===== src/rtl/data_mem_arbiter.sv =====
// data_mem_arbiter
// Shares one OBI-style data memory port between NUM_CORES core data interfaces.
// Requests are arbitrated round-robin, and responses are routed back in order
// using a FIFO of outstanding-transaction IDs. A per-core LR/SC reservation
// table decides whether each store-conditional succeeds.
//
// Ports (per-core vectors are flat; core i occupies slice i):
//   clk_i, nreset_i                     clock, asynchronous active-low reset
//   core_req_i/gnt_o                    per-core address-phase handshake
//   core_addr_i/be_i/we_i/wdata_i       per-core address phase
//   core_lr_sc_i                        atomic: LR when we=0, SC when we=1
//   core_rvalid_o                       per-core response valid
//   core_rdata_o/err_o/exokay_o         shared response payload, qualified by rvalid
//   mem_req_o/gnt_i, mem_addr_o/be_o/we_o/wdata_o   downstream address phase
//   mem_rvalid_i/rdata_i/err_i          downstream response phase
//   protocol_err_o                      sticky: response seen with nothing outstanding
module data_mem_arbiter #(
    parameter int unsigned NUM_CORES = 2,
    parameter int unsigned MAX_OUTST = 4
) (
    input  logic                    clk_i,
    input  logic                    nreset_i,
    input  logic [NUM_CORES-1:0]    core_req_i,
    output logic [NUM_CORES-1:0]    core_gnt_o,
    input  logic [32*NUM_CORES-1:0] core_addr_i,
    input  logic [4*NUM_CORES-1:0]  core_be_i,
    input  logic [NUM_CORES-1:0]    core_we_i,
    input  logic [32*NUM_CORES-1:0] core_wdata_i,
    input  logic [NUM_CORES-1:0]    core_lr_sc_i,
    output logic [NUM_CORES-1:0]    core_rvalid_o,
    output logic [31:0]             core_rdata_o,
    output logic                    core_err_o,
    output logic                    core_exokay_o,
    output logic                    mem_req_o,
    input  logic                    mem_gnt_i,
    output logic [31:0]             mem_addr_o,
    output logic [3:0]              mem_be_o,
    output logic                    mem_we_o,
    output logic [31:0]             mem_wdata_o,
    input  logic                    mem_rvalid_i,
    input  logic [31:0]             mem_rdata_i,
    input  logic                    mem_err_i,
    output logic                    protocol_err_o
);

    localparam int unsigned ID_W    = (NUM_CORES > 1) ? $clog2(NUM_CORES) : 1;
    localparam int unsigned PTR_W   = (MAX_OUTST > 1) ? $clog2(MAX_OUTST) : 1;
    localparam int unsigned CNT_W   = $clog2(MAX_OUTST + 1);
    localparam int unsigned WADDR_W = 30;

    typedef enum logic {
        ST_ARB  = 1'b0,
        ST_HOLD = 1'b1
    } state_t;

    typedef struct packed {
        logic [ID_W-1:0] id;
        logic            is_lr_sc;
        logic            sc_fail;
    } outst_t;

    state_t              state_q;
    logic [ID_W-1:0]     lock_q;
    logic [ID_W-1:0]     rr_q;

    outst_t              fifo_q [MAX_OUTST];
    logic [PTR_W-1:0]    wr_ptr_q;
    logic [PTR_W-1:0]    rd_ptr_q;
    logic [CNT_W-1:0]    cnt_q;

    logic [NUM_CORES-1:0] resv_vld_q;
    logic [WADDR_W-1:0]   resv_addr_q [NUM_CORES];

    logic                protocol_err_q;

    logic                arb_found;
    logic [ID_W-1:0]     arb_sel;
    logic [ID_W-1:0]     sel;
    logic [ID_W-1:0]     next_rr;
    logic                fifo_full;
    logic                fifo_empty;
    logic                req_c;
    logic                grant;
    logic                pop;
    logic [31:0]         sel_addr;
    logic [3:0]          sel_be;
    logic                sel_we;
    logic [31:0]         sel_wdata;
    logic                sel_is_lr;
    logic                sel_is_sc;
    logic                sc_match;
    logic                sc_fail;
    outst_t              head;

    // Round-robin pick: first requester at or after the rr pointer.
    always_comb begin
        int unsigned idx;
        arb_found = 1'b0;
        arb_sel   = '0;
        idx       = 0;
        for (int unsigned k = 0; k < NUM_CORES; k++) begin
            idx = (32'(rr_q) + k) % NUM_CORES;
            if (!arb_found && core_req_i[idx]) begin
                arb_found = 1'b1;
                arb_sel   = ID_W'(idx);
            end
        end
    end

    // Address phase: selected core, SC check, downstream drive.
    always_comb begin
        fifo_full  = (cnt_q == CNT_W'(MAX_OUTST));
        fifo_empty = (cnt_q == '0);

        sel     = (state_q == ST_HOLD) ? lock_q : arb_sel;
        next_rr = ID_W'((32'(sel) + 32'd1) % NUM_CORES);

        // HOLD is only entered with room in the FIFO, so the held request never stalls on full.
        req_c = nreset_i & ((state_q == ST_HOLD) | (arb_found & ~fifo_full));

        sel_addr  = core_addr_i[32*int'(sel) +: 32];
        sel_be    = core_be_i[4*int'(sel) +: 4];
        sel_we    = core_we_i[sel];
        sel_wdata = core_wdata_i[32*int'(sel) +: 32];
        sel_is_lr = core_lr_sc_i[sel] & ~sel_we;
        sel_is_sc = core_lr_sc_i[sel] & sel_we;

        sc_match = resv_vld_q[sel] && (resv_addr_q[sel] == sel_addr[31:2]);
        sc_fail  = sel_is_sc & ~sc_match;

        mem_req_o   = req_c;
        mem_addr_o  = req_c ? sel_addr : '0;
        mem_we_o    = req_c & sel_we;
        mem_wdata_o = req_c ? sel_wdata : '0;
        // A failed SC still goes out to keep response ordering, but writes nothing.
        mem_be_o    = (req_c && !sc_fail) ? sel_be : 4'b0000;

        grant      = req_c & mem_gnt_i;
        core_gnt_o = '0;
        if (grant) begin
            core_gnt_o[sel] = 1'b1;
        end
    end

    // Response phase: route to the oldest outstanding transaction's owner.
    always_comb begin
        head          = fifo_q[rd_ptr_q];
        pop           = mem_rvalid_i & ~fifo_empty;
        core_rvalid_o = '0;
        if (pop) begin
            core_rvalid_o[head.id] = 1'b1;
        end
        core_rdata_o  = pop ? mem_rdata_i : '0;
        core_err_o    = pop & mem_err_i;
        core_exokay_o = pop & head.is_lr_sc & ~head.sc_fail & ~mem_err_i;
    end

    assign protocol_err_o = protocol_err_q;

    // Arbitration FSM: ARB picks a core each cycle; HOLD locks it until the downstream grant.
    always_ff @(posedge clk_i or negedge nreset_i) begin
        if (!nreset_i) begin
            state_q <= ST_ARB;
            lock_q  <= '0;
            rr_q    <= '0;
        end else begin
            if (grant) begin
                rr_q <= next_rr;
            end
            case (state_q)
                ST_ARB: begin
                    if (req_c && !mem_gnt_i) begin
                        state_q <= ST_HOLD;
                        lock_q  <= sel;
                    end
                end
                ST_HOLD: begin
                    if (mem_gnt_i) begin
                        state_q <= ST_ARB;
                    end
                end
                default: state_q <= ST_ARB;
            endcase
        end
    end

    // Outstanding-transaction FIFO: push on grant, pop on response.
    always_ff @(posedge clk_i or negedge nreset_i) begin
        if (!nreset_i) begin
            wr_ptr_q <= '0;
            rd_ptr_q <= '0;
            cnt_q    <= '0;
            for (int unsigned i = 0; i < MAX_OUTST; i++) begin
                fifo_q[i] <= '0;
            end
        end else begin
            if (grant) begin
                fifo_q[wr_ptr_q] <= '{id: sel, is_lr_sc: core_lr_sc_i[sel], sc_fail: sc_fail};
                wr_ptr_q         <= wr_ptr_q + PTR_W'(1);
            end
            if (pop) begin
                rd_ptr_q <= rd_ptr_q + PTR_W'(1);
            end
            case ({grant, pop})
                2'b10:   cnt_q <= cnt_q + CNT_W'(1);
                2'b01:   cnt_q <= cnt_q - CNT_W'(1);
                default: cnt_q <= cnt_q;
            endcase
        end
    end

    // Reservation table: LR sets own entry, SC clears own entry, any real write kills others on that word.
    always_ff @(posedge clk_i or negedge nreset_i) begin
        if (!nreset_i) begin
            resv_vld_q <= '0;
            for (int unsigned j = 0; j < NUM_CORES; j++) begin
                resv_addr_q[j] <= '0;
            end
        end else if (grant) begin
            for (int unsigned j = 0; j < NUM_CORES; j++) begin
                if (ID_W'(j) == sel) begin
                    if (sel_is_lr) begin
                        resv_vld_q[j]  <= 1'b1;
                        resv_addr_q[j] <= sel_addr[31:2];
                    end else if (sel_is_sc) begin
                        resv_vld_q[j] <= 1'b0;
                    end
                end else if (sel_we && !sc_fail && (resv_addr_q[j] == sel_addr[31:2])) begin
                    resv_vld_q[j] <= 1'b0;
                end
            end
        end
    end

    // Sticky flag for a downstream response with nothing outstanding.
    always_ff @(posedge clk_i or negedge nreset_i) begin
        if (!nreset_i) begin
            protocol_err_q <= 1'b0;
        end else if (mem_rvalid_i && fifo_empty) begin
            protocol_err_q <= 1'b1;
        end
    end

    // A core must keep its request up while its address phase is held.
    hold_req_kept: assert property (
        @(posedge clk_i) disable iff (!nreset_i)
        (state_q == ST_HOLD) |-> core_req_i[lock_q]
    );

endmodule


===== config.mk =====
export PLATFORM = sky130hd
export DESIGN_NAME = data_mem_arbiter
export DESIGN_NICKNAME = d
export VERILOG_FILES = /design/src/rtl/data_mem_arbiter.sv
export SDC_FILE = /design/constraint.sdc
export NUM_CORES = 1
export LEC_CHECK = 0
export ABC_AREA = 1
export ABC_CLOCK_PERIOD_IN_PS = 4200
export CORE_MARGIN = 4
export CORE_UTILIZATION = 49
export DETAILED_ROUTE_END_ITERATION = 8
export PLACE_DENSITY_LB_ADDON = 0.05
export REMOVE_ABC_BUFFERS = 1
export SYNTH_ARGS = -nofsm -noshare
export SYNTH_HDL_FRONTEND = slang
export SYNTH_SLANG_ARGS = --single-unit

===== constraint.sdc =====
create_clock -name clk_i -period 4.2 [get_ports clk_i]
set_input_delay 0.84 -clock clk_i [delete_from_list [all_inputs] [get_ports clk_i]]
set_output_delay 0.84 -clock clk_i [all_outputs]
set_load 0.005 [all_outputs]

==> results of run 1 <==
final timing paths:
kind,start,to,slack [ns],depth (start not counted)
min in group clk_i,protocol_err_o$_DFFE_PN0P_,protocol_err_o$_DFFE_PN0P_,0.47,1
max in group asynchronous,nreset_i,resv_addr_q[49]$_DFFE_PN0P_,2.67,2
hold / removal,nreset_i,resv_addr_q[14]$_DFFE_PN0P_,0.40,1
setup reg to reg,state_q$_DFF_PN0_,resv_vld_q[0]$_DFFE_PN0P_,1.58,16
hold reg to reg,protocol_err_o$_DFFE_PN0P_,protocol_err_o$_DFFE_PN0P_,0.47,1
setup / recovery,core_req_i[1],mem_be_o[0],0.43,21
final cells by class:
class	instances	area, sq um
Multi-Input combinational cell	1004	4430
Timing Repair Buffer	381	3750
Fill cell	1186	3250
Sequential cell	85	2130
Inverter	164	616
Tap cell	184	230
Clock buffer	10	229
Clock inverter	6	61.3
through the flow:
step,cells,worst slack (ns),setup TNS [ns],utilization (%)
after CTS,1827,0.000727,0,76.8
after detailed placement,1809,-0.296,-1.15,74.4
final,1834,0.429,0,77.9
after global placement,1809,-0.236,-0.936,74.4
after floorplan,1252,-2.04,-189.94,-
after global routing,1834,0.245,0,77.9
synth_stat cells (5+ instances only):
cell type	n	area share [%]
o21ai_2	5	0.59
clkbuf_1	35	1.8
nor2_1	121	6.1
o21ai_0	109	7.4
buf_4	8	0.81
buf_1	5	0.25
o21ai_1	6	0.41
inv_1	162	8.2
xor2_1	16	1.9
buf_2	11	0.74
nand3_1	69	4.7
a21oi_1	47	3.2
dfrtp_1	85	29
nand2_1	584	30
nand3b_1	21	2.1
ha_1	5	0.84
metal layers:
layer	up-vias	share of wire, %	GRT usage, %	wire [um]
met3	40	8.1	7.28	2190
met1	4165	42	40.7	11300
met5	-	0.048	0	13
met2	379	48	48.1	13000
li1	4691	-	-	-
met4	2	1.9	6.53	522
layout by cell type (no fill, tap or decap), drive strengths merged, types with 2 or more instances in the layout:
master,synthesis,final
nand2,588,589
clkdlybuf4s50,0,280
inv,164,165
nor2,122,122
o21ai,120,120
buf,28,93
dfrtp,85,85
nand3,70,70
a21oi,47,47
nand3b,21,21
xor2,16,16
clkbuf,35,16
ha,5,5
o22ai,3,3
nand4,3,3
clkinv,0,3
nor3,2,2
xnor2,2,2
dlymetal6s2s,0,2
power by group through the flow:
| stage | registers, uW | clock network [uW] | logic, uW |
|---|---|---|---|
| finish | 1540 | 797 | 3530 |
| global route | 1590 | 845 | 3950 |
| CTS | 1520 | 801 | 3410 |
| detailed placement | 1530 | 0 | 3330 |
| global placement | 1520 | 0 | 3240 |
| floorplan | 1440 | 0 | 1950 |
state kept, by name (all words and copies together) (netlist names):
| signal | count |
|---|---|
| cnt_q | 3 |
| fifo_q | 12 |
| lock_q | 1 |
| protocol_err_o | 1 |
| rd_ptr_q | 2 |
| resv_addr_q | 60 |
| resv_vld_q | 2 |
| rr_q | 1 |
| state_q | 1 |
| wr_ptr_q | 2 |
repair_timing:
action,CTS,global route
cloned,2,4
pin swaps,4,5
hold buffers,0,0
endpoints found under the setup margin,4,5
gates resized for setup,9,29
buffers inserted,0,3
kinds of logic after synthesis:
kind of cell               count (synthesis)  synth area share, %
AOI/OAI and AO/OA                        173                 12.2
buffers and inverters                    227                 12.5
and+or+nand+nor                          806                 43.4
DFF                                       85                 28.7
adders and majority gates                  6                 1.11
xor gates and xnor gates                  18                 2.13
==> results.ini, run 1 <==
[timing]
setup_viol = 0
worst_slew_pin_slew_ns = 0.781
fmax_mhz = 265
hold_ws_ns = 0.401
rsz0062_at_grt = no
maxSlewHeadroom_pct = 47.9
post-route-period-util_pct = 89.8
slew_violations = 0
finalHoldViolations = 0
period_needed_ns = 3.77
finClkSkew_ns = 0.00746

[worst_hold_path]
worstHoldPathType = in -> async

[floorplanning]
rows = 44
start_util_pct = 50.4
die_h_um = 131
core-area_sq_um = 14700
die_w_um = 131
die-area_sq_um = 17200
io_pins = 288

[critical_path]
cp_common_cell = nand2_1
cp.buffers_inverters = 6
critPathMaxFanout = 10
worstPathArrival_ns = 2.93
cp_top_family = simple AND/OR/NAND/NOR gates
slowest_stage = clkbuf_16
cpPeakStageDelay_ns = 0.20
worstSetupEndpointType = primary output
required_ns = 3.36
worstSetupPathType = in -> out
crit_chain = dlymetal6s2s_1 -> inv_1 -> nor2_2 -> nand2_4 -> nand2_8 -> clkbuf_16 -> buf_12 -> nand2_1 -> nand2_1 -> nand2_2 -> nand2_1 -> inv_1 -> nand2_1 -> nor2_1 -> nand2_1 -> nor2_1 -> nand2_1 -> nand3_2 -> nand2_4 -> a21oi_1 -> clkbuf_2
start_kind = input port

[global_routing]
grtUsageTotal_pct = 29.8
grt_pass1_wl_mm = 41.2
antenna_found_initial = 1
grt_max_degree = 62
grt_pass1_vias = 8410
overflow = 0

[clocking]
root_buffer = clkbuf_16
clk_pin_slew_ns = 0.07
insertion_delay_ns = 0.35
cts.sinks = 85
cts_made_buffers = 9
cts_tree = yes
clockBufferDepth = 2
h-tree-depth = 3

[yosys]
synth_ff_type = dfrtp_1
syn_inst = 1315
synthDistinctLibCells = 29
syn-mean-instance-area_sq_um = 5.64
synth_area_sq_um = 7410
async_flop_share_pct = 100
ys_warn_count = 0
synth_seq_cells = 85
synth-edff-count = 0
yosysSeqAreaShare_pct = 28.7

[pwr]
total_power_uw = 5860
powerDensity_nw_per_um2 = 512
switchingPower_uw = 2610
switching_share_pct = 44.5
p_int_uw = 3250
pwr-share-comb_pct = 60.2
p_leak_uw = 0.00593
clockPowerShare_pct = 13.6
sequentialPowerShare_pct = 26.2
vdd_drop_max_mv = 0.387

[routing]
drt-total-wl_mm = 27.0
route.vias.total = 9277
drt_pre_antenna_iters = 6
drt_iter0_drc = 818
routed_via_density = 5.06
wl_per_cell_um = 14.7
final_antenna_net_count = 0
drcViolationCount = 0

[place]
io_buffers = 287
dp_hpwl_mm = 20.3
place.gp.congestion = 0.969
dpl_cell_area_sq_um = 10900

[cells_and_area]
antenna_cells = 0
final_cell_area_sq_um = 11400
layout-drive-gt1-share_pct = 8.55
area_delta_synth_final_pct = 54.4
nets = 1830

[outcome]
status = finished, final reports clean

[job]
maxCapViolCount = 0

Power figures use the tool's default switching activity.
==> inputs of run 2 (changes only) <==
REMOVE_ABC_BUFFERS = not set   (was 1)
==> results.ini, run 2 (synthesis results as in run 1) <==
[outcome]
status = finished, violations left  ; was finished, final reports clean
violations = negative setup slack

[cells_and_area]
antenna_cells = 0  ; unchanged
area_delta_synth_final_pct = 54.8  ; was 54.4%
mostFrequentLayoutCell = nand2_1  ; unchanged
final_cell_area_sq_um = 11500  ; was 11400 sq um
largest_reg_flops = 60  ; unchanged
layout_common_cells = nand2_1, clkdlybuf4s50_1, inv_1, nor2_1, o21ai_0  ; unchanged
nets = 1821  ; was 1830
top_register = resv_addr_q  ; unchanged
reg_top3 = resv_addr_q x60, fifo_q x12, cnt_q x3  ; unchanged
layout-drive-gt1-share_pct = 8.10  ; was 8.55%

[clocking]
clockBufferDepth = 2  ; unchanged
insertion_delay_ns = 0.36  ; was 0.35 ns
cts_made_buffers = 9  ; unchanged
cts_tree = yes  ; unchanged
cts.sinks = 85  ; unchanged
clk_pin_slew_ns = 0.06  ; was 0.07 ns
root_buffer = clkbuf_16  ; unchanged
h-tree-depth = 3  ; unchanged

[critical_path]
r2r_end = resv_vld_q[1]$_DFFE_PN0P_  ; was resv_vld_q[0]$_DFFE_PN0P_
rr_startpoint = state_q$_DFF_PN0_  ; unchanged
cp_common_cell = nand2_1  ; unchanged
reg2reg_depth = 16  ; unchanged
cp.buffers_inverters = 3  ; was 6
slowest_stage = clkdlybuf4s50_1  ; was clkbuf_16
crit_chain = clkdlybuf4s50_1 -> nand2_2 -> nand2_8 -> nand2_8 -> buf_16 -> o21ai_1 -> nand2_1 -> nand2_1 -> nand2_1 -> nor2_1 -> nand2_1 -> nor2_1 -> nand2_1 -> nand3_2 -> nand2_4 -> a21oi_2 -> dlymetal6s2s_1  ; was dlymetal6s2s_1 -> inv_1 -> nor2_2 -> nand2_4 -> nand2_8 -> clkbuf_16 -> buf_12 -> nand2_1 -> nand2_1 -> nand2_2 -> nand2_1 -> inv_1 -> nand2_1 -> nor2_1 -> nand2_1 -> nor2_1 -> nand2_1 -> nand3_2 -> nand2_4 -> a21oi_1 -> clkbuf_2
start_kind = input port  ; unchanged
reg2reg_setup_slack_ns = 1.31  ; was 1.58 ns
critPathMaxFanout = 14  ; was 10
required_ns = 3.36  ; about the same
cpPeakStageDelay_ns = 0.49  ; was 0.20 ns
worstPathArrival_ns = 3.36  ; was 2.93 ns
worstSetupEndpointType = primary output  ; unchanged
cp_top_family = simple AND/OR/NAND/NOR gates  ; unchanged
worstSetupPathType = in -> out  ; unchanged

[timing]
fmax_mhz = 238  ; was 265 MHz
maxSlewHeadroom_pct = 53.9  ; was 47.9%
post-route-period-util_pct = 100  ; was 89.8%
finalHoldViolations = 0  ; unchanged
finClkSkew_ns = 0.0109  ; was 0.00746 ns
hold_ws_ns = 0.472  ; was 0.401 ns
period_needed_ns = 4.20  ; was 3.77 ns
worst_slew_pin_slew_ns = 0.692  ; was 0.781 ns
slew_violations = 0  ; unchanged
setup_slack_ns = -0.00175  ; was 0.429 ns
setup_viol = 1  ; was 0

[pwr]
p_leak_uw = 0.00592  ; was 0.00593 uW
vdd_drop_max_mv = 0.293  ; was 0.387 mV
powerDensity_nw_per_um2 = 515  ; was 512 nW/um^2

[routing]
drt_pre_antenna_iters = 6  ; unchanged
drcViolationCount = 0  ; unchanged
drt_iter0_drc = 1011  ; was 818
wl_per_cell_um = 15.6  ; was 14.7 um
route.vias.total = 9491  ; was 9277
final_antenna_net_count = 0  ; unchanged
drt-total-wl_mm = 28.4  ; was 27.0 mm
routed_via_density = 5.20  ; was 5.06

[worst_hold_path]
holdPathEnd = protocol_err_o$_DFFE_PN0P_
worstHoldPathType = reg -> reg  ; was in -> async
hold-path-cell-count = 1
holdCritStartpoint = protocol_err_o$_DFFE_PN0P_

[floorplanning]
core-area_sq_um = 14700  ; unchanged
die_w_um = 131  ; unchanged
rows = 44  ; unchanged
die_h_um = 131  ; unchanged
die-area_sq_um = 17200  ; unchanged
io_pins = 288  ; unchanged
start_util_pct = 50.4  ; unchanged

[place]
io_buffers = 287  ; unchanged
dp_hpwl_mm = 20.2  ; was 20.3 mm
place.gp.congestion = 0.929  ; was 0.969
dpl_cell_area_sq_um = 10900  ; about the same

[global_routing]
grt_pass1_vias = 8447  ; was 8410
grt_pass1_wl_mm = 41.9  ; was 41.2 mm
grtUsageTotal_pct = 30.8  ; was 29.8%
grt_max_degree = 71  ; was 62
antenna_found_initial = 1  ; unchanged
overflow = 0  ; unchanged

[yosys]
syn_nets = 1500

[job]
maxCapViolCount = 0  ; unchanged

==> run 2: routing by layer <==
layer	vias up	track usage (%)	routed length [um]
met1	4222	40.1	11300
met5	-	0	8
met3	73	7.40	2930
met2	508	50.4	13200
li1	4686	-	-
met4	2	10.1	974
==> run 2: cell type report <==
cell class	count	area [sq um]
multi-input cells	1004	4460
clock buffers	10	229
flip-flops and latches	85	2130
inverters	164	621
clock inverters	6	47.5
well taps	184	230
repair buffers	372	3760
fillers	1186	3220
==> run 2: power by group <==
part | switching [uW] | total [uW] | leakage, uW | internal, uW
Clock | 366 | 772 | 0.000133 | 406
Combinational | 1980 | 3590 | 0.00472 | 1610
Sequential | 355 | 1550 | 0.00107 | 1190
==> run 2: worst max path at each step <==
stage	startpoint	to	slack (ns)	cells past startpoint
2_1_floorplan	core_req_i[1]	mem_be_o[0]	1.0	18
3_3_place_gp	core_req_i[1]	mem_be_o[3]	-0.21	19
3_5_place_dp	core_req_i[0]	mem_be_o[2]	-0.28	19
4_1_cts	core_req_i[0]	mem_be_o[0]	-0.25	17
5_1_grt	core_req_i[0]	mem_be_o[0]	-0.11	17
6_report	core_req_i[0]	mem_be_o[0]	-0.002	17
==> run 2: stage by stage <==
| stage | TNS (ns) | total power, uW | setup slack, ns | std cells | utilization (%) |
|---|---|---|---|---|---|
| floorplan | 0 | 3460 | 0.996 | 1315 | - |
| global placement | -0.845 | 4750 | -0.213 | 1798 | 73.9 |
| detailed placement | -1.09 | 4830 | -0.281 | 1798 | 73.9 |
| CTS | -0.266 | 5680 | -0.247 | 1816 | 76.3 |
| global route | -0.291 | 6400 | -0.112 | 1825 | 78.1 |
| finish | -0.00175 | 5910 | -0.00175 | 1825 | 78.1 |
==> run 2: timing repair <==
item	4_1_cts	5_1_grt
cloned	2	8
setup endpoints to repair	4	5
setup buffers	0	1
gates resized for setup	13	33
hold buffers	0	0
pin swaps	2	6
==> inputs of run 3 (changes only) <==
MAX_ROUTING_LAYER = met4   (was not set)
SKIP_LAST_GASP = 1   (was not set)
==> results.ini, run 3 (synthesis results as in run 1) <==
[global_routing]
grtUsageMet1_pct = 40.3  ; was 40.1%
grt_pass1_vias = 8930  ; was 8447
grtUsageTotal_pct = 33.0  ; was 30.8%
grt_max_degree = 71  ; unchanged
grt_util_met3_pct = 6.87  ; was 7.40%
grt_pass1_wl_mm = 43.5  ; was 41.9 mm
use_met2_pct = 54.2  ; was 50.4%
overflow = 0  ; unchanged
antenna_found_initial = 1  ; unchanged
gr-max-usage-layer = met2  ; unchanged

[place]
place.gp.congestion = 0.937  ; was 0.929
dp_worst_setup_slack_ns = -0.293  ; was -0.281 ns
dpl_cell_area_sq_um = 10800  ; was 10900 sq um
dp_hpwl_mm = 20.3  ; was 20.2 mm
io_buffers = 287  ; unchanged

[cells_and_area]
nFillCells = 1137  ; was 1186
layout_common_cells = nand2_1, clkdlybuf4s50_1, inv_1, nor2_1, o21ai_0  ; unchanged
mostFrequentLayoutCell = nand2_1  ; unchanged
nets = 1821  ; unchanged
regArea_sq_um = 2130  ; unchanged
largest_reg_flops = 60  ; unchanged
reg_top3 = resv_addr_q x60, fifo_q x12, cnt_q x3  ; unchanged
top_register = resv_addr_q  ; unchanged
multiInputGateArea_sq_um = 4440  ; was 4460 sq um
area_delta_synth_final_pct = 54.8  ; about the same
layout-drive-gt1-share_pct = 8.10  ; unchanged
final_cell_area_sq_um = 11500  ; about the same

[timing]
period_needed_ns = 3.91  ; was 4.20 ns
worst_slew_pin_slew_ns = 0.606  ; was 0.692 ns
slew_violations = 0  ; unchanged
finalHoldViolations = 0  ; unchanged
fmax_mhz = 256  ; was 238 MHz
rsz0062_at_grt = no
hold_ws_ns = 0.473  ; was 0.472 ns
maxSlewHeadroom_pct = 59.6  ; was 53.9%
post-route-period-util_pct = 93.1  ; was 100%
setup_viol = 0  ; was 1
setup_slack_ns = 0.290  ; was -0.00175 ns
finClkSkew_ns = 0.0127  ; was 0.0109 ns

[clocking]
clockBufferDepth = 2  ; unchanged
clk_pin_slew_ns = 0.07  ; was 0.06 ns
insertion_delay_ns = 0.35  ; was 0.36 ns
h-tree-depth = 3  ; unchanged
cts_made_buffers = 9  ; unchanged
cts.sinks = 85  ; unchanged
cts_tree = yes  ; unchanged
root_buffer = clkbuf_16  ; unchanged

[critical_path]
crit_cells = 20  ; was 17
r2r_end = resv_addr_q[49]$_DFFE_PN0P_  ; was resv_vld_q[1]$_DFFE_PN0P_
required_ns = 3.36  ; about the same
worstSetupEndpointType = primary output  ; unchanged
start_kind = input port  ; unchanged
worstSetupPathType = in -> out  ; unchanged
cpPeakStageDelay_ns = 0.22  ; was 0.49 ns
cp_common_cell = nand2_1  ; unchanged
critPathMaxFanout = 21  ; was 14
worstPathArrival_ns = 3.07  ; was 3.36 ns
cp.buffers_inverters = 6  ; was 3
crit_chain = dlymetal6s2s_1 -> inv_1 -> nor2_2 -> nand2_4 -> nand2_8 -> buf_6 -> buf_4 -> buf_16 -> o21ai_2 -> nand2_1 -> nand2_1 -> nand2_1 -> nor2_1 -> nand2_1 -> nor2_2 -> nand2_2 -> nand3_4 -> nand2_4 -> a21oi_4 -> clkdlybuf4s15_2  ; was clkdlybuf4s50_1 -> nand2_2 -> nand2_8 -> nand2_8 -> buf_16 -> o21ai_1 -> nand2_1 -> nand2_1 -> nand2_1 -> nor2_1 -> nand2_1 -> nor2_1 -> nand2_1 -> nand3_2 -> nand2_4 -> a21oi_2 -> dlymetal6s2s_1
slowest_stage = clkdlybuf4s15_2  ; was clkdlybuf4s50_1
reg2reg_setup_slack_ns = 1.31  ; about the same
cp_top_family = simple AND/OR/NAND/NOR gates  ; unchanged
rr_startpoint = state_q$_DFF_PN0_  ; unchanged
reg2reg_depth = 14  ; was 16

[yosys]
syn_nets = 1500  ; unchanged

[worst_hold_path]
worstHoldPathType = reg -> reg  ; unchanged
holdCritStartpoint = protocol_err_o$_DFFE_PN0P_  ; unchanged
holdPathEnd = protocol_err_o$_DFFE_PN0P_  ; unchanged
hold-path-cell-count = 1  ; unchanged

[floorplanning]
die-area_sq_um = 17200  ; unchanged
start_util_pct = 50.4  ; unchanged
rows = 44  ; unchanged
die_w_um = 131  ; unchanged
die_h_um = 131  ; unchanged
core-area_sq_um = 14700  ; unchanged
io_pins = 288  ; unchanged

[pwr]
total_power_uw = 5920  ; was 5910 uW
vdd_drop_max_mv = 0.275  ; was 0.293 mV
powerDensity_nw_per_um2 = 516  ; was 515 nW/um^2
p_leak_uw = 0.00592  ; about the same

[outcome]
status = finished, final reports clean  ; was finished, violations left

[routing]
drcViolationCount = 0  ; unchanged
route.vias.total = 9478  ; was 9491
final_antenna_net_count = 0  ; unchanged
wl_per_cell_um = 15.3  ; was 15.6 um
drt-total-wl_mm = 28.0  ; was 28.4 mm
routed_via_density = 5.19  ; was 5.20
drt_iter0_drc = 919  ; was 1011
drt_pre_antenna_iters = 6  ; unchanged

[job]
maxCapViolCount = 0  ; unchanged

-- run 3: cell count changes in the layout (fill, tap and decap cells not counted), sizes merged --
cell           change
clkdlybuf4s15      +4
diode              +1
nand2              -1
clkbuf             -8
clkinv             -2
bufbuf             +2
bufinv             +1
clkdlybuf4s50      -1
buf                +4
inv                +1
-- run 3: power breakdown --
part	total [uW]	leakage, uW	internal (uW)	switching, uW
registers	1550	0.00107	1190	360
logic	3520	0.00469	1590	1930
clock network	841	0.000149	482	360
total	5920	0.00592	3260	2650
-- run 3: per-stage QoR --
stage / std cells / TNS [ns] / util [%]
final: 1826 / 0 / 78.1
after global routing: 1826 / 0 / 78.1
after CTS: 1824 / -0.0170 / 77.7
after detailed placement: 1797 / -1.11 / 73.8
after global placement: 1797 / -0.859 / 73.8
after floorplan: 1315 / 0 / -
-- run 3: how the worst max path moves through the flow --
| stage | from | end |
|---|---|---|
| 6_report | core_req_i[1] | mem_be_o[0] |
| 5_1_grt | core_req_i[1] | mem_be_o[2] |
| 4_1_cts | core_req_i[1] | mem_be_o[1] |
| 3_5_place_dp | core_req_i[1] | mem_be_o[1] |
| 3_3_place_gp | core_req_i[1] | mem_be_o[3] |
| 2_1_floorplan | core_req_i[1] | mem_be_o[0] |
-- run 3: layout make-up --
type / instances / area share, %
Multi-Input combinational cell: 1003 / 38.7
Timing Repair Buffer: 373 / 32.6
Sequential cell: 85 / 18.5
Inverter: 164 / 5.39
Clock buffer: 10 / 2.08
Tap cell: 184 / 2.01
Clock inverter: 6 / 0.600
Antenna cell: 1 / 0.0218
-- run 3: timing repair --
item / in CTS / in global routing
gates resized for setup: 31 / 15
endpoints found under the hold margin: 0 / 0
setup buffers: 6 / 1
pin swaps: 5 / 7
setup endpoints to repair: 5 / 5
hold buffers: 0 / 0
gates cloned: 5 / 0
-- run 3: per-layer routing --
layer	up-vias	routed length, um
met5	-	0
met4	0	830
met3	66	2510
met2	451	13200
met1	4283	11400
li1	4678	-
==> RTL change (config.mk and constraints of run 1) <==
Put a register stage on the output `core_err_o`, with the module's reset. The value now appears one clock later. The other outputs are not delayed to match.
--- a/src/rtl/data_mem_arbiter.sv
+++ b/src/rtl/data_mem_arbiter.sv
@@ -61,2 +61,4 @@
 
+    logic core_err_d;
+
     state_t              state_q;
@@ -153,3 +155,3 @@
         core_rdata_o  = pop ? mem_rdata_i : '0;
-        core_err_o    = pop & mem_err_i;
+        core_err_d    = pop & mem_err_i;
         core_exokay_o = pop & head.is_lr_sc & ~head.sc_fail & ~mem_err_i;
@@ -249,2 +251,10 @@
 
+    always_ff @(posedge clk_i or negedge nreset_i) begin
+        if (!nreset_i) begin
+            core_err_o <= '0;
+        end else begin
+            core_err_o <= core_err_d;
+        end
+    end
+
 endmodule
Behaviour: not the same (a bounded check fails within 4 cycles, from zero or initial values and one cycle with nreset_i low).
==> RTL change against run 1 <==
Count of clock-buffer cells in the layout is 1 lower; routed wire length is 1.8% higher; via count is 2.4% higher; design area is 0.48% higher; sequential share of layout area is 0.13 points higher; non-clock buffer count is 8 lower; power is 3.4% higher; first-iteration DRC count is 33% higher; synthesized cell count hardly changed; synthesized area is 0.34% higher; combinational power hardly changed; worst setup slack worse by 0.0078 ns; sequential cell count is 1 higher; critical path type unchanged; critical endpoint is now mem_be_o[2].
==> RTL change: results (changes against run 1) <==
Layout:
- The fraction of layout cells with a size suffix above 1 is 0.08100 (was 0.08545).
- The clock-cell share of area is 0.03057 (was 0.02536).
- The post-synthesis to final-layout area growth is 54.62% (was 54.40%).
- The count of buffers not belonging to the clock network in the layout is 373 (was 381).
- The count of flip-flops and latches is 86 (was 85).
- The data-path buffer share of cell area in the final layout is 0.3238 (was 0.3277).
- The total area of multi-input combinational cells is 4428 sq um (was 4432 sq um).

Global routing:
- The number of antenna violations at the first check in global routing is 0 (was 1).
- The fraction of met2 tracks used by global routing came to 0.5049 (was 0.4812).
- The global-route wire length before repair is 43300 um (was 41160 um).
- The overall track demand over capacity in global routing is 0.3006 (was 0.2980).
- The number of global-route vias before repair is 8520 (was 8410).
- The global-route met3 utilization is 0.06422 (was 0.07276).

Yosys:
- Leading cell types by count after synthesis: 584 x sky130_fd_sc_hd__nand2_1, 162 x sky130_fd_sc_hd__inv_1, 121 x sky130_fd_sc_hd__nor2_1 (unchanged).
- The sequential area share after synthesis is 0.2893 (was 0.2869).
- Dominant cells by area after synthesis: sky130_fd_sc_hd__nand2_1 29%, sky130_fd_sc_hd__dfrtp_1 29%, sky130_fd_sc_hd__inv_1 8.2% (was sky130_fd_sc_hd__nand2_1 30%, sky130_fd_sc_hd__dfrtp_1 29%, sky130_fd_sc_hd__inv_1 8.2%).
- The synthesized area per cell is 5.652 sq um (was 5.638 sq um).
- The gate count after technology mapping was 1316 (was 1315).

Detailed routing:
- The wire length per cell after detailed routing is 15.08 um (was 14.74 um).
- The iteration count of the initial detailed-routing pass came to 7 (was 6).
- The highest metal layer used by the detailed router is met4 (was met5).
- The detailed-routed wire length on met3 came to 2363 um (was 2189 um).
- The met1 wire length came to 11300 um (was 11290 um).
- The detailed-route via count is 9498 (was 9277).
- The met2 wire length came to 13230 um (was 13020 um).
- The number of DRC markers after the initial detailed-route iteration is 1090 (was 818).
- The via density per instance is 5.202 (was 5.058).

Pwr:
- The sum of internal, switching and leakage power is 6.059 mW (was 5.861 mW).
- The largest voltage drop on the vdd net is 0.0003412 V (was 0.0003866 V).
- The power drawn by the clock network is 0.952 mW (was 0.797 mW).
- The switching part of the total was 0.4379 (was 0.4447).

Status:
- Outcome: complete, no violations (unchanged).

Critical path:
- The reg-to-reg critical path startpoint is rr_q (was state_q).
- The setup slack on the worst flop-to-flop path is 1.37 ns (was 1.58 ns).
- The biggest fanout along the worst timing path was 25 (was 10).
- The length in cells of the worst reg-to-reg path was 21 (was 16).

Place:
- The instance area after placement is 10880 sq um (was 10940 sq um).
- The number of instances in the placed design came to 1800 (was 1809).
- The placer congestion estimate was 0.9672 (was 0.9687).
- The total half-perimeter wirelength after legalization and detailed placement came to 19720 um (was 20280 um).
- The worst slack at placement is -0.2873 ns (was -0.2958 ns).

Clock network:
- The number of buffers added for setup after CTS was 2 (was 0).
- The quantity of gates resized following cts was 20 (was 9).

Timing:
- The maximum clock skew at final layout came to 0.007692 ns (was 0.007464 ns).
- The relative max-transition margin is 0.5249 (was 0.4792).
- The smallest hold slack came to 0.4774 ns (was 0.4015 ns).

Min path:
- The class of the worst hold path was flop to flop (was input port to async pin).
==> RTL change: worst max-delay path, stage by stage <==
cell and delay [ns]:
sky130_fd_sc_hd__dlymetal6s2s_1 0.14, sky130_fd_sc_hd__inv_1 0.07, sky130_fd_sc_hd__nor2_2 0.05, sky130_fd_sc_hd__nand2_4 0.12, sky130_fd_sc_hd__nand2_8 0.10, sky130_fd_sc_hd__buf_12 0.16, sky130_fd_sc_hd__buf_12 0.12, sky130_fd_sc_hd__buf_16 0.16
sky130_fd_sc_hd__o21ai_0 0.16, sky130_fd_sc_hd__nand2_1 0.06, sky130_fd_sc_hd__nand2_1 0.08, sky130_fd_sc_hd__nand2_1 0.06, sky130_fd_sc_hd__nor2_1 0.09, sky130_fd_sc_hd__nand2_1 0.08, sky130_fd_sc_hd__nor2_2 0.12, sky130_fd_sc_hd__nand2_2 0.09
sky130_fd_sc_hd__nand3_4 0.08, sky130_fd_sc_hd__nand2_4 0.08, sky130_fd_sc_hd__a21oi_1 0.12, sky130_fd_sc_hd__clkbuf_2 0.13
==> RTL change: worst max-delay path by stage <==
stage / from / to / slack [ns] / cells after the start
2_1_floorplan: state_q / mem_be_o[0] / -2.04 / 15
3_3_place_gp: core_req_i[1] / mem_be_o[2] / -0.20 / 20
3_5_place_dp: core_req_i[1] / mem_be_o[0] / -0.29 / 19
4_1_cts: core_req_i[1] / mem_be_o[1] / -0.0008 / 20
5_1_grt: core_req_i[1] / mem_be_o[3] / 0.23 / 20
6_report: core_req_i[1] / mem_be_o[2] / 0.42 / 20
==> RTL change: cells by family after synthesis <==
kind of cell | share of synthesized area
simple gates | 0.4328
buf+inv | 0.1245
compound gates | 0.1211
flops | 0.2893
xor+xnor | 0.02119
fa+ha+maj | 0.01110
